### config.mk
export PLATFORM = sky130hd
export DESIGN_NAME = pipeline_debug_ctrl
export DESIGN_NICKNAME = d
export VERILOG_FILES = /design/src/rtl/pipeline_debug_ctrl.sv
export SDC_FILE = /design/constraint.sdc
export NUM_CORES = 1
export LEC_CHECK = 0
export ABC_AREA = 1
export ABC_CLOCK_PERIOD_IN_PS = 2200
export BUFFER_PORTS_ARGS = -buffer_cell sky130_fd_sc_hd__buf_2
export CAP_MARGIN = 15
export CORE_AREA = 3 3 113 115
export CTS_CLUSTER_SIZE = 40
export DETAILED_ROUTE_END_ITERATION = 10
export DIE_AREA = 0 0 116 118
export GPL_TIMING_DRIVEN = 0
export PLACE_DENSITY = 0.84
export SLEW_MARGIN = 40
export SYNTH_ARGS = -nofsm -noshare
export SYNTH_HDL_FRONTEND = slang
export SYNTH_SLANG_ARGS = --single-unit
### constraint.sdc
create_clock -name i_clk -period 2.2 [get_ports i_clk]
set_input_delay 0.33 -clock i_clk [delete_from_list [all_inputs] [get_ports i_clk]]
set_output_delay 0.33 -clock i_clk [all_outputs]
set_load 0.05 [all_outputs]
### src/rtl/pipeline_debug_ctrl.sv
// pipeline_debug_ctrl: byte-command debug controller for a pipelined core.
// Loads program words into the pipeline ('L'), runs until halt ('R'),
// single-steps ('S'), and after a halt or step dumps PC, the register
// file and the first DUMP_MEM data-memory words over a byte stream.
//
// state | meaning
// ------+--------------------------------------------------------------
// IDLE  | waiting for a command byte
// PRST  | holding the pipeline in reset for two cycles before a load
// LOAD  | shifting in instruction bytes, MSB first
// WRITE | one-cycle write strobe with the assembled word
// RUN   | pipeline enabled until it reports halt
// STEP  | pipeline enabled for a single cycle
// DADDR | debug address presented; pipeline value captured at cycle end
// DSEND | streaming the captured word out one byte at a time
module pipeline_debug_ctrl #(
  parameter int INST_SZ  = 32,
  parameter int REG_SZ   = 5,
  parameter int DUMP_MEM = 32,
  parameter int MAX_INST = 256
) (
  input  logic               i_clk,
  input  logic               i_reset,
  input  logic [7:0]         i_rx_data,
  input  logic               i_rx_valid,
  output logic [7:0]         o_tx_data,
  output logic               o_tx_valid,
  input  logic               i_tx_ready,
  output logic               o_pipe_reset,
  output logic               o_write,
  output logic               o_enable,
  output logic [INST_SZ-1:0] o_instruction,
  output logic [REG_SZ-1:0]  o_debug_addr,
  input  logic [INST_SZ-1:0] i_pc,
  input  logic [INST_SZ-1:0] i_reg,
  input  logic [INST_SZ-1:0] i_mem,
  input  logic               i_halt,
  output logic               o_busy
);

  localparam int BYTES  = INST_SZ / 8;
  localparam int BCNT_W = (BYTES > 1) ? $clog2(BYTES) : 1;
  localparam int ITEM_W = $clog2(34 + DUMP_MEM);
  localparam int WCNT_W = $clog2(MAX_INST + 1);

  localparam logic [BCNT_W-1:0]  LAST_BYTE = BCNT_W'(BYTES - 1);
  localparam logic [ITEM_W-1:0]  FIRST_MEM = ITEM_W'(33);
  localparam logic [ITEM_W-1:0]  LAST_ITEM = ITEM_W'(32 + DUMP_MEM);
  localparam logic [WCNT_W-1:0]  MAX_CNT   = WCNT_W'(MAX_INST);
  localparam logic [INST_SZ-1:0] HALT_WORD = INST_SZ'(32'h0000_003F);

  localparam logic [7:0] CMD_LOAD = 8'h4C;
  localparam logic [7:0] CMD_RUN  = 8'h52;
  localparam logic [7:0] CMD_STEP = 8'h53;

  typedef enum logic [2:0] {
    IDLE, PRST, LOAD, WRITE, RUN, STEP, DADDR, DSEND
  } state_t;

  state_t               state_q, state_d;
  logic                 prst_q, prst_d;
  logic [BCNT_W-1:0]    byte_q, byte_d;
  logic [WCNT_W-1:0]    word_q, word_d;
  logic [ITEM_W-1:0]    item_q, item_d;
  logic [INST_SZ-9:0]   load_hi_q, load_hi_d;
  logic [INST_SZ-9:0]   tx_rest_q, tx_rest_d;
  logic [7:0]           tx_data_q, tx_data_d;
  logic                 tx_valid_q, tx_valid_d;
  logic                 write_q, write_d;
  logic                 enable_q, enable_d;
  logic                 pipe_reset_q, pipe_reset_d;
  logic [INST_SZ-1:0]   instr_q, instr_d;
  logic [REG_SZ-1:0]    debug_addr_q, debug_addr_d;
  logic [INST_SZ-1:0]   dump_word;
  logic                 start_dump;

  // Item 0 is the PC, items 1..32 are registers 0..31, the rest memory words.
  function automatic logic [REG_SZ-1:0] addr_of(input logic [ITEM_W-1:0] item);
    if (item == '0)
      return '0;
    else if (item < FIRST_MEM)
      return REG_SZ'(item - ITEM_W'(1));
    else
      return REG_SZ'(item - FIRST_MEM);
  endfunction

  // Select which pipeline view feeds the tx shift register for the current item.
  always_comb begin
    if (item_q == '0)
      dump_word = i_pc;
    else if (item_q < FIRST_MEM)
      dump_word = i_reg;
    else
      dump_word = i_mem;
  end

  // Next-state and next-output computation for the whole controller.
  always_comb begin
    state_d      = state_q;
    prst_d       = prst_q;
    byte_d       = byte_q;
    word_d       = word_q;
    item_d       = item_q;
    load_hi_d    = load_hi_q;
    tx_rest_d    = tx_rest_q;
    tx_data_d    = tx_data_q;
    tx_valid_d   = tx_valid_q;
    write_d      = 1'b0;
    enable_d     = enable_q;
    pipe_reset_d = pipe_reset_q;
    instr_d      = instr_q;
    debug_addr_d = debug_addr_q;
    start_dump   = 1'b0;

    case (state_q)
      IDLE: begin
        if (i_rx_valid) begin
          case (i_rx_data)
            CMD_LOAD: begin
              state_d      = PRST;
              pipe_reset_d = 1'b1;
              prst_d       = 1'b1;
            end
            CMD_RUN: begin
              if (i_halt) start_dump = 1'b1;
              else begin
                state_d  = RUN;
                enable_d = 1'b1;
              end
            end
            CMD_STEP: begin
              if (i_halt) start_dump = 1'b1;
              else begin
                state_d  = STEP;
                enable_d = 1'b1;
              end
            end
            default: ;
          endcase
        end
      end
      PRST: begin
        // Down-counter: pipeline reset spans this cycle and the next.
        if (prst_q != 1'b0) begin
          prst_d = prst_q - 1'b1;
        end else begin
          state_d      = LOAD;
          pipe_reset_d = 1'b0;
          byte_d       = '0;
          word_d       = '0;
        end
      end
      LOAD: begin
        if (i_rx_valid) begin
          if (byte_q == LAST_BYTE) begin
            instr_d = {load_hi_q, i_rx_data};
            write_d = 1'b1;
            byte_d  = '0;
            state_d = WRITE;
          end else begin
            load_hi_d = {load_hi_q[INST_SZ-17:0], i_rx_data};
            byte_d    = byte_q + BCNT_W'(1);
          end
        end
      end
      WRITE: begin
        word_d = word_q + WCNT_W'(1);
        if (instr_q == HALT_WORD || (word_q + WCNT_W'(1)) == MAX_CNT)
          state_d = IDLE;
        else
          state_d = LOAD;
      end
      RUN: begin
        if (i_halt) begin
          enable_d   = 1'b0;
          start_dump = 1'b1;
        end
      end
      STEP: begin
        enable_d   = 1'b0;
        start_dump = 1'b1;
      end
      DADDR: begin
        tx_data_d  = dump_word[INST_SZ-1 -: 8];
        tx_rest_d  = dump_word[INST_SZ-9:0];
        tx_valid_d = 1'b1;
        byte_d     = '0;
        state_d    = DSEND;
      end
      DSEND: begin
        if (i_tx_ready) begin
          if (byte_q == LAST_BYTE) begin
            tx_valid_d = 1'b0;
            byte_d     = '0;
            if (item_q == LAST_ITEM) begin
              state_d = IDLE;
            end else begin
              item_d       = item_q + ITEM_W'(1);
              debug_addr_d = addr_of(item_q + ITEM_W'(1));
              state_d      = DADDR;
            end
          end else begin
            tx_data_d = tx_rest_q[INST_SZ-9 -: 8];
            tx_rest_d = {tx_rest_q[INST_SZ-17:0], 8'h00};
            byte_d    = byte_q + BCNT_W'(1);
          end
        end
      end
      default: state_d = IDLE;
    endcase

    if (start_dump) begin
      state_d      = DADDR;
      item_d       = '0;
      debug_addr_d = '0;
      byte_d       = '0;
    end
  end

  // Controller state and registered outputs; reset aborts any operation.
  always_ff @(posedge i_clk or negedge i_reset) begin
    if (!i_reset) begin
      state_q      <= IDLE;
      prst_q       <= 1'b0;
      byte_q       <= '0;
      word_q       <= '0;
      item_q       <= '0;
      load_hi_q    <= '0;
      tx_rest_q    <= '0;
      tx_data_q    <= '0;
      tx_valid_q   <= 1'b0;
      write_q      <= 1'b0;
      enable_q     <= 1'b0;
      pipe_reset_q <= 1'b0;
      instr_q      <= '0;
      debug_addr_q <= '0;
    end else begin
      state_q      <= state_d;
      prst_q       <= prst_d;
      byte_q       <= byte_d;
      word_q       <= word_d;
      item_q       <= item_d;
      load_hi_q    <= load_hi_d;
      tx_rest_q    <= tx_rest_d;
      tx_data_q    <= tx_data_d;
      tx_valid_q   <= tx_valid_d;
      write_q      <= write_d;
      enable_q     <= enable_d;
      pipe_reset_q <= pipe_reset_d;
      instr_q      <= instr_d;
      debug_addr_q <= debug_addr_d;
    end
  end

  assign o_tx_data     = tx_data_q;
  assign o_tx_valid    = tx_valid_q;
  assign o_pipe_reset  = pipe_reset_q;
  assign o_write       = write_q;
  assign o_enable      = enable_q;
  assign o_instruction = instr_q;
  assign o_debug_addr  = debug_addr_q;
  assign o_busy        = (state_q != IDLE);

endmodule
==> results of run 1 <==
==> what timing repair did <==
action                                 4_1_cts  5_1_grt
hold buffers                                 1        0
endpoints found under the hold margin       70        0
setup endpoints to repair                    6       36
gates resized for setup                      2       16
gates cloned                                 0        1
setup buffers                                0        3
pin swaps                                    0        1
==> synthesized netlist by cell type (9+ instances only) <==
cell type	number
dfrtp_1	119
nand2_1	276
clkbuf_1	14
a21oi_1	13
o22ai_1	18
inv_1	99
buf_2	11
o21ai_0	99
o21ai_1	23
nand3_1	27
nor2_1	105
nor3_1	9
==> registers in the layout, indices dropped and copies added, names as in the netlist, 2 cells and up <==
signal / count
load_hi_q: 24
o_instruction: 32
state_q: 3
o_tx_data: 8
word_q: 9
item_q: 7
o_debug_addr: 5
tx_rest_q: 24
byte_q: 2
==> stage by stage <==
step,worst slack [ns],instances
floorplan,0.410,866
global placement,-0.633,1171
detailed placement,-0.0110,1172
CTS,0.0330,1204
global route,0.00838,1209
finish,0.142,1209
==> cell families after synthesis <==
kind of cell    after synthesis  share of synthesized area, %
compound gates              162                          13.7
flops                       119                          47.2
buf+inv                     138                          9.27
simple gates                434                          27.7
xor+xnor                      8                          1.11
fa+ha+maj                     5                         0.992
==> critical path: cells and delay by family, from the launching register on <==
family | cells | cell delay, ns
flip-flops | 1 | 0.44
AND/OR/NAND/NOR | 4 | 0.64
adder cells (fa/ha/maj) | 1 | 0.17
buffers and inverters | 3 | 0.48
AO/OA/AOI/OAI | 1 | 0.20
==> where the power goes <==
group | total [mW] | leakage, nW | internal, mW | switching (mW)
Sequential | 3.56 | 1.51 | 2.96 | 0.601
Clock | 2.95 | 0.296 | 1.93 | 1.02
Combinational | 4.31 | 2.82 | 1.24 | 3.07
Total | 10.8 | 4.62 | 6.14 | 4.69
==> per-layer routing <==
| metal | vias up | part of all wire [%] |
|---|---|---|
| met5 | - | 0 |
| li1 | 3111 | - |
| met4 | 0 | 2.7 |
| met3 | 44 | 5.9 |
| met1 | 2984 | 40 |
| met2 | 255 | 51 |
==> layout make-up <==
class	instances	area (um^2)
Buffer	33	208
Clock buffer	18	439
Clock inverter	13	194
Fill cell	970	3880
Inverter	105	394
Multi-Input combinational cell	609	2770
Sequential cell	119	2980
Tap cell	147	184
Timing Repair Buffer	165	871
==> how the worst max path moves through the flow <==
stage                                 end        from  cells after the start  slack [ns]
after floorplan           o_debug_addr[0]  state_q[2]                     10        0.41
after global placement    o_debug_addr[1]     i_reset                      1       -0.63
after detailed placement    tx_rest_q[20]   item_q[0]                      9       -0.01
after CTS                   tx_rest_q[20]   item_q[0]                      9        0.03
after global routing      o_debug_addr[2]  state_q[0]                     10       0.008
final                       tx_rest_q[19]   item_q[0]                      9        0.14
==> impl_results.md, run 1 <==
* Routed length per placed instance at between 10 and 15 um
* Post-synth net total at 980
* Syn_area_per_cell at 7.28 um^2
* Run status: finished, final reports clean
* Number of ports placed on the die boundary at about 160
* Area enclosed by the die boundary at ~14000 um^2
* Clock tree from TritonCTS: yes
* DR vias at between 6000 and 7000
* Leading cell types in the layout, fill and taps excluded: 276 x nand2_1, 166 x buf_2, 118 x dfrtp_1, 105 x nor2_1, 99 x inv_1
* Final setup viols at 0
* Detailed-route wire length at between 15000 and 20000 um
* CP Max Fanout at 10
* Final Skew at approximately 0.0057 ns
* Startpoint of the most critical hold path: i_halt
* Global Route met2 Usage at between 40% and 50%
* Signed area change from the synthesized netlist to the final layout at 27.4%
* #FFs+latches synth at 119
* Number of violations of the max-capacitance limit at 0
* Transition time at the pin with the least slew margin at roughly 0.53 ns
* CTS root buffer: clkbuf_16
* Worst relative slew slack at 64.5%
* Total gr overflow at 0
* Via count of the first global-routing pass at 6042
* Area post-placement at around 7300 um^2
* Reg-to-reg critical path startpoint: item_q[0]
* Effective utilization at floorplan at around 53%
* Proportion of netlist area held by the largest area contributor at 47.2%
* Cell taking the most area after synthesis: dfrtp_1
* Layout Cell Area excl Fill at around 8000 um^2
* Maximum number of pins on one net before global-route repair at between 70 and 80
* Required time of the worst setup path at around 2.5 ns
* Antenna violation net count after detailed routing at 0
* Total number of nets in the final design at between 1000 and 1500
* Highest attainable clock frequency at slightly below 0.5 GHz
* Count of cell types in the netlist at 35
* Core occupancy in the finished layout at between 60% and 70%
* Final Power at about 11 mW
* Element type at the critical path start: flop
* Slew Viols, Final at 0
* Final hold vios at 0
* Sum of negative setup slack at 0 ns
* Clk slew on worst S/H paths at around 0.060 ns
* Vertical extent of the die at 118 um
* Worst skew pair latency at between 0.4 and 0.5 ns
* Dominant synthesized flop cell: dfrtp_1
* DIE WIDTH at 116 um
* Final weighted congestion in routability-driven placement at a little over 0.9
* Tightest hold margin at 0.197 ns
* Post-Synthesis Cells at 866
* Antenna violations before repair at 0
* Pwr dens at 1350 nW/um^2
* Number of iterations in the first detailed-routing pass at 5
* Synth warnings at 0
* Classification of the worst-slack hold path: primary input to flop
* Synth Cell Area at roughly 6300 um^2
* Min-Delay Path Depth at 2
* Worst Setup Path Type: flop to flop
* Maximum single-stage delay on the critical path at approximately 0.44 ns
* Crit path arrival time at 2.35 ns
* Share of synthesized flip-flops with an asynchronous set or reset at 100%
* Most common library cell in the layout ignoring fill and taps: nand2_1
* Crit-path slowest cell: dfrtp_2
* Clock period minus final worst setup slack at around 2.1 ns
* Synth area leaders: dfrtp_1 47%, nand2_1 16%, o21ai_0 7.9%
* Portion of the clock cycle consumed by the worst path in the final layout at 93.5%
* Static power due to leakage at between 4 and 5 nW
* Routed vias/inst at 5.29
* Number of antenna repair diodes at 0
* Cell Rows at 40
* Met1 track demand over resource at a little under a third
* Port Buffer Count at between 150 and 200
* DRT iter0 DRCs at 507
* Series of cell instances along the critical path: inv_1, ha_1, nand3_2, nor4_4, buf_6, clkbuf_4, nor2_1, o21ai_1, nand2_1
* Worst-case register-to-register setup slack at between 0.1 and 0.15 ns
* R2R depth at 9
* Layout cells sized above 1 at 22.5%
* Hold Path End: o_enable
* Global-route total usage across every layer at between 20 and 30%
* Number of buffers between clock root and the deepest sink at 2
* Most used routing layer: met2
* Depth of the CTS H-tree at 4
* Setup repair after global routing missed its margin: false
* Floorplan core area at 11900 um^2
* Global-route wire length before repair at 27900 um
* Element type at the critical path end: flop
* CTS sink count at 119
* Global routing usage on met3 at between 6 and 7%
* Number of buffers inserted during clock tree synthesis at 17
* Share of synthesized area occupied by flip-flops and latches at 47.2%
* Placed wire-length estimate after detailed placement at 12000 um
* Number of enable flip-flop cells after synthesis at 0
* RR Endpoint: tx_rest_q[19]
* DRC violation count after routing at 0
* Worst vdd rail ir drop at ~0.69 mV
Power figures use the tool's default switching activity.
==> run 2: changes to the inputs <==
--- a/config.mk
+++ b/config.mk
@@ -6,7 +6,7 @@
 export NUM_CORES = 1
 export LEC_CHECK = 0
 export ABC_AREA = 1
-export ABC_CLOCK_PERIOD_IN_PS = 2200
+export ABC_CLOCK_PERIOD_IN_PS = 2300
 export BUFFER_PORTS_ARGS = -buffer_cell sky130_fd_sc_hd__buf_2
 export CAP_MARGIN = 15
 export CORE_AREA = 3 3 113 115
==> constraint.sdc (replaced) <==
create_clock -name i_clk -period 2.3 [get_ports i_clk]
set_input_delay 0.345 -clock i_clk [delete_from_list [all_inputs] [get_ports i_clk]]
set_output_delay 0.345 -clock i_clk [all_outputs]
set_load 0.05 [all_outputs]
==> run 2 against run 1 <==
Worst setup slack worse by 0.011 ns. Die area stayed put. Via count is 0.23% higher. Wire length is 0.69% lower. Sequential cell count stayed put. Count of clock-buffer cells in the layout stayed put. Fmax is 5.1% lower. Final area is 0.59% lower. Critical path type unchanged. Largest cell class unchanged.
==> impl_results.md, run 2 (synthesized netlist as in run 1, its figures left out) <==
* Tightest hold margin at 0.212 ns (+0.0146 ns)
* Total number of nets in the final design at 1160 (-0.34%)
* DRT iter0 DRCs at 531 (+4.7%)
* Final setup viols at 0 (unchanged)
* Crit path arrival time at 2.45 ns (+0.10 ns)
* Port Buffer Count at 158 (unchanged)
* Depth of the CTS H-tree at 4 (unchanged)
* Portion of the clock cycle consumed by the worst path in the final layout at 94.3% (+0.75 points)
* Number of ports placed on the die boundary at 159 (unchanged)
* Most used routing layer: met2
* Signed area change from the synthesized netlist to the final layout at 26.7%
* Final Power at 10.3 mW (-4.6%)
* Routed vias/inst at 5.32 (+0.57%)
* Via count of the first global-routing pass at 6025 (-0.28%)
* Antenna violation net count after detailed routing at 0 (unchanged)
* Psw at 4.47 mW (-4.7%)
* Worst relative slew slack at 64.9% (+0.42 points)
* DIE WIDTH at 116 um (unchanged)
* Final std cells w/o fill at 1205 (-0.33%)
* Worst Setup Path Type: flop to flop
* Final hold vios at 0 (unchanged)
* Global-route wire length before repair at 27900 um (-0.20%)
* Cell-internal power at 5.86 mW (-4.6%)
* Floorplan core area at 11900 um^2 (unchanged)
* CTS sink count at 119 (unchanged)
* Sw Share at 43.3% (about the same)
* Most common library cell in the layout ignoring fill and taps: nand2_1
* Final weighted congestion in routability-driven placement at 0.935 (unchanged)
* Clock share of power at 27.3% (about the same)
* Required time of the worst setup path at 2.58 ns (+0.09 ns)
* Total gr overflow at 0 (unchanged)
* Worst skew pair latency at 0.41 ns (about the same)
* Area post-placement at 7320 um^2 (unchanged)
* Effective utilization at floorplan at 52.9% (unchanged)
* Sum of negative setup slack at 0 ns (unchanged)
* Pwr dens at 1290 nW/um^2 (-4.1%)
* Slew Viols, Final at 0 (unchanged)
* Maximum number of pins on one net before global-route repair at 72 (unchanged)
* Cell Rows at 40 (unchanged)
* Number of violations of the max-capacitance limit at 0 (unchanged)
* Layout Cell Area excl Fill at 7990 um^2 (-0.59%)
* Worst vdd rail ir drop at 0.665 mV (-4.3%)
* Run status: finished, final reports clean
* Final Skew at 0.00513 ns (-0.000547 ns)
* Area enclosed by the die boundary at 13700 um^2 (unchanged)
* Clock period minus final worst setup slack at 2.17 ns (+0.111 ns)
* Classification of the worst-slack hold path: primary input to flop
* Share of power burned in registers at 33.1% (+0.2 points)
* Element type at the critical path end: flop
* Element type at the critical path start: flop
* Clock tree from TritonCTS: yes
* Number of flip-flops in the largest register at 32 (unchanged)
* Clk slew on worst S/H paths at 0.06 ns (about the same)
* Layout cells sized above 1 at 21.6% (-0.86 points)
* Number of buffers inserted during clock tree synthesis at 17 (unchanged)
* DRC violation count after routing at 0 (unchanged)
* Part of the power in combinational logic at 39.6% (-0.2 points)
* Leading cell types in the layout, fill and taps excluded: 276 x nand2_1, 166 x buf_2, 119 x dfrtp_1, 105 x nor2_1
* Global-route total usage across every layer at 25.2% (-0.043 points)
* CP Max Fanout at 10 (unchanged)
* Global routing usage on met3 at 6.17% (unchanged)
* Static power due to leakage at 4.59 nW (-0.65%)
* Antenna violations before repair at 0 (unchanged)
* Placed cell count at 1172 (unchanged)
* Highest attainable clock frequency at 0.461 GHz (-5.1%)
* Transition time at the pin with the least slew margin at 0.526 ns (-0.00637 ns)
* Detailed-route wire length at 17000 um (-0.69%)
* Number of antenna repair diodes at 0 (unchanged)
* CTS root buffer: clkbuf_16
* DR vias at 6409 (+0.23%)
* Placed wire-length estimate after detailed placement at 12000 um (unchanged)
* Vertical extent of the die at 118 um (unchanged)
* Met1 track demand over resource at 30.7% (-0.067 points)
* Global Route met2 Usage at 43.0% (-0.072 points)
* Routed length per placed instance at 14.1 um (-0.36%)
* Number of buffers between clock root and the deepest sink at 2 (unchanged)
* Number of iterations in the first detailed-routing pass at 5 (unchanged)
-- run 2: changes by cell type in the layout (fill, tap and decap cells not counted), sizes merged --
cell,change
buf,-3
clkbuf,-1
-- run 2: routing by layer --
layer	part of all wire, %	vias to the layer above
li1	-	3108
met1	41	3012
met2	51	245
met3	5.5	44
met4	2.6	0
met5	0	-
-- run 2: repair_timing --
action / 4_1_cts / 5_1_grt
gates resized for setup: 0 / 6
hold endpoints to repair: 70 / 0
hold buffers: 1 / 0
buffers inserted: 0 / 0
setup endpoints to repair: 0 / 24
-- run 2: final timing paths --
kind	end	startpoint	cells past startpoint	slack, ns
hold reg to reg	o_tx_data[1]	o_tx_data[1]	2	0.48
setup / recovery	tx_rest_q[20]	item_q[0]	9	0.13
min in group asynchronous	o_tx_data[4]	i_reset	2	0.49
max in group asynchronous	state_q[0]	i_reset	3	1.20
hold / removal	o_enable	i_halt	2	0.21
setup reg to reg	tx_rest_q[20]	item_q[0]	9	0.13
-- run 2: layout make-up --
cell class,count,area (um^2)
multi-input cells,609,2760
clock buffers,18,439
plain buffers,33,198
well taps,147,184
repair buffers,161,843
clock inverters,13,194
inverters,105,394
fillers,981,3930
flip-flops and latches,119,2980
-- run 2: power by group through the flow --
stage,clock (mW),combinational (mW),sequential [mW]
3_3_place_gp,0,3.88,3.38
6_report,2.82,4.09,3.41
3_5_place_dp,0,3.97,3.40
5_1_grt,2.94,4.47,3.51
2_1_floorplan,0,1.98,4.32
4_1_cts,2.84,4.06,3.38
-- run 2: metrics by stage --
| stage | utilization, % | setup slack, ns |
|---|---|---|
| 6_report | 67.0 | 0.131 |
| 5_1_grt | 67.0 | -0.0282 |
| 4_1_cts | 66.8 | 0.0227 |
| 3_5_place_dp | 61.4 | 0.0890 |
| 3_3_place_gp | 61.1 | -0.548 |
| 2_1_floorplan | - | 0.510 |
-- run 2: critical path, stage by stage, from the launching register on --
cell and delay, ns:
dfrtp_1 0.48, inv_1 0.15, ha_1 0.16, nand3_1 0.17, nor4_4 0.27, buf_4 0.24
clkbuf_4 0.21, nor2_1 0.07, o21ai_1 0.21, nand2_1 0.09
==> run 3: changes to the inputs <==
--- a/config.mk
+++ b/config.mk
@@ -9,12 +9,13 @@
 export ABC_CLOCK_PERIOD_IN_PS = 2300
 export BUFFER_PORTS_ARGS = -buffer_cell sky130_fd_sc_hd__buf_2
 export CAP_MARGIN = 15
-export CORE_AREA = 3 3 113 115
+export CORE_AREA = 3 3 163 165
 export CTS_CLUSTER_SIZE = 40
 export DETAILED_ROUTE_END_ITERATION = 10
-export DIE_AREA = 0 0 116 118
+export DIE_AREA = 0 0 166 168
 export GPL_TIMING_DRIVEN = 0
-export PLACE_DENSITY = 0.84
+export MAX_ROUTING_LAYER = met4
+export PLACE_DENSITY = 0.48
 export SLEW_MARGIN = 40
 export SYNTH_ARGS = -nofsm -noshare
 export SYNTH_HDL_FRONTEND = slang
==> run 3 against run 2 <==
Worst hold slack got worse by 0.047 ns. Cell count rose by 15%. Fmax rose by 0.45%. Sequential share of layout area fell by 0.79 points. Sequential power barely moved. Clock skew rose by 0.0075 ns. First-iteration DRC count fell by 48%. Global-route usage fell by 12 points. Combinational power fell by 2%. Highest routed layer unchanged. Final area rose by 2.2%.
==> impl_results.md, run 3 (synthesized netlist as in run 1, its figures left out) <==
* Post-placement setup slack at -0.0408 ns (-0.130 ns)
* Setup repair after global routing missed its margin: false
* Final critical-path setup slack at 0.141 ns (+0.00969 ns)
* Routed length on met3 at 861 um (-8.4%)
* Portion of the clock cycle consumed by the worst path in the final layout at 93.9% (-0.42 points)
* Element type at the critical path end: flop
* Number of buffers between clock root and the deepest sink at 2 (unchanged)
* Cell Rows at 58 (+45%)
* Worst vdd rail ir drop at 0.681 mV (+2.5%)
* Signed area change from the synthesized netlist to the final layout at 29.5%
* DRC violation count after routing at 0 (unchanged)
* Global-route total usage across every layer at 13.7% (-12 points)
* Tightest hold margin at 0.165 ns (-0.0468 ns)
* Area enclosed by the die boundary at 27900 um^2 (+100%)
* Register area at 2980 um^2 (about the same)
* Run status: finished, final reports clean
* Leading cell types in the layout, fill and taps excluded: 276 x nand2_1, 166 x buf_2, 118 x dfrtp_1, 105 x nor2_1
* WL met1 at 8660 um (+25%)
* Element type at the critical path start: flop
* Pwr dens at 1230 nW/um^2 (-5.1%)
* Number of violations of the max-capacitance limit at 0 (unchanged)
* Total number of nets in the final design at 1159 (-0.086%)
* Classification of the worst-slack hold path: primary input to flop
* Reg-to-reg critical path startpoint: item_q[0]
* Detailed-route wire length at 18300 um (+7.9%)
* Slew Viols, Final at 0 (unchanged)
* Worst Setup Path Type: flop to flop
* Antenna violation net count after detailed routing at 0 (unchanged)
* CTS sink count at 119 (unchanged)
* Number of flip-flops in the largest register at 32 (unchanged)
* Highest attainable clock frequency at 0.463 GHz (+0.45%)
* DIE WIDTH at 166 um (+43%)
* Total gr overflow at 0 (unchanged)
* Via count of the first global-routing pass at 5966 (-0.98%)
* Layout cells sized above 1 at 21.9% (+0.21 points)
* Setup bufs post-CTS at 0 (unchanged)
* Number of iterations in the first detailed-routing pass at 4 (-1)
* CP Max Fanout at 10 (unchanged)
* Vertical extent of the die at 168 um (+42%)
* Floorplan core area at 25200 um^2 (+110%)
* DRT iter0 DRCs at 277 (-48%)
* Final Skew at 0.0126 ns (+0.00752 ns)
* Routed vias/inst at 4.26 (-20%)
* Effective utilization at floorplan at 25.0% (-28 points)
* CTS root buffer: clkbuf_16
* Static power due to leakage at 4.58 nW (-0.29%)
* Routed length per placed instance at 13.2 um (-6.4%)
* Final weighted congestion in routability-driven placement at 0.792 (-15%)
* Clock period minus final worst setup slack at 2.16 ns (-0.00969 ns)
* Number of ports placed on the die boundary at 159 (unchanged)
* Global-route wire length before repair at 30000 um (+7.7%)
* Clock tree from TritonCTS: yes
* Final setup viols at 0 (unchanged)
* Startpoint of the most critical hold path: i_halt
* Critical path launch point: item_q[0]
* Top sig layer: met4
* Worst skew pair latency at 0.42 ns (about the same)
* Most common library cell in the layout ignoring fill and taps: nand2_1
* Antenna violations before repair at 3 (+3)
* Final hold vios at 0 (unchanged)
* Fill cell total of the finished layout at 2724 (+180%)
* Number of buffers inserted during clock tree synthesis at 17 (unchanged)
* Required time of the worst setup path at 2.60 ns (+0.02 ns)
* Total area of multi-input combinational cells at 2750 um^2 (-0.18%)
* Placed wire-length estimate after detailed placement at 13900 um (+16%)
* Port Buffer Count at 158 (unchanged)
* Total met2 wirelength after detailed routing at 8570 um (-1.2%)
* Worst relative slew slack at 47.9% (-17 points)
* Transition time at the pin with the least slew margin at 0.781 ns (+0.255 ns)
* DR vias at 5928 (-7.5%)
* Crit path arrival time at 2.46 ns (about the same)
* Depth of the CTS H-tree at 4 (unchanged)
* Maximum number of pins on one net before global-route repair at 69 (-4.2%)
* Clk slew on worst S/H paths at 0.06 ns (about the same)
run 3: final timing paths:
kind,to,depth (start not counted),slack [ns]
max in group asynchronous,o_tx_data[6],3,1.14
min reg2reg,o_debug_addr[1],2,0.48
min,o_enable,2,0.17
max reg2reg,tx_rest_q[9],9,0.14
max,tx_rest_q[9],9,0.14
min in group asynchronous,o_instruction[15],2,0.48
run 3: what timing repair did:
action,CTS,global route
pin swaps,0,1
hold buffers,1,0
endpoints found under the hold margin,67,0
gates resized for setup,1,10
endpoints found under the setup margin,12,24
run 3: worst max-delay path, stage by stage, from the launching register on:
cell and delay, ns:
dfrtp_2 0.47, inv_1 0.12, ha_1 0.15, nand3_1 0.17
nor4_4 0.38, buf_6 0.19, buf_2 0.20, nor2_1 0.09
o21ai_0 0.20, nand2_1 0.08
run 3: layout make-up:
class	instances	area share, %
multi-input cells	609	33.7
inverters	105	4.83
clock inverters	11	1.36
diodes	3	0.0920
repair buffers	160	10.3
well taps	330	5.06
clock buffers	20	5.72
plain buffers	33	2.47
flip-flops and latches	119	36.5
run 3: per-stage QoR:
stage / util [%] / total power, mW / cell area [um^2] / instances / setup TNS [ns]
floorplan: - / 6.30 / 6300 / 866 / 0
global placement: 29.8 / 7.41 / 7510 / 1354 / -97.21
detailed placement: 30.0 / 7.46 / 7550 / 1355 / -0.0742
CTS: 32.3 / 10.2 / 8140 / 1387 / 0
global route: 32.4 / 10.8 / 8160 / 1390 / 0
finish: 32.4 / 10.0 / 8160 / 1390 / 0
run 3: where the power goes:
part	switching, mW	internal (mW)
Clock	1.05	1.58
Sequential	0.559	2.83
Combinational	2.82	1.17
Total	4.43	5.59
run 3: routing by layer:
metal | track usage, % | vias up
li1 | - | 3108
met1 | 17.2 | 2670
met2 | 22.1 | 133
met3 | 3.22 | 17
met4 | 3.91 | 0
met5 | - | -
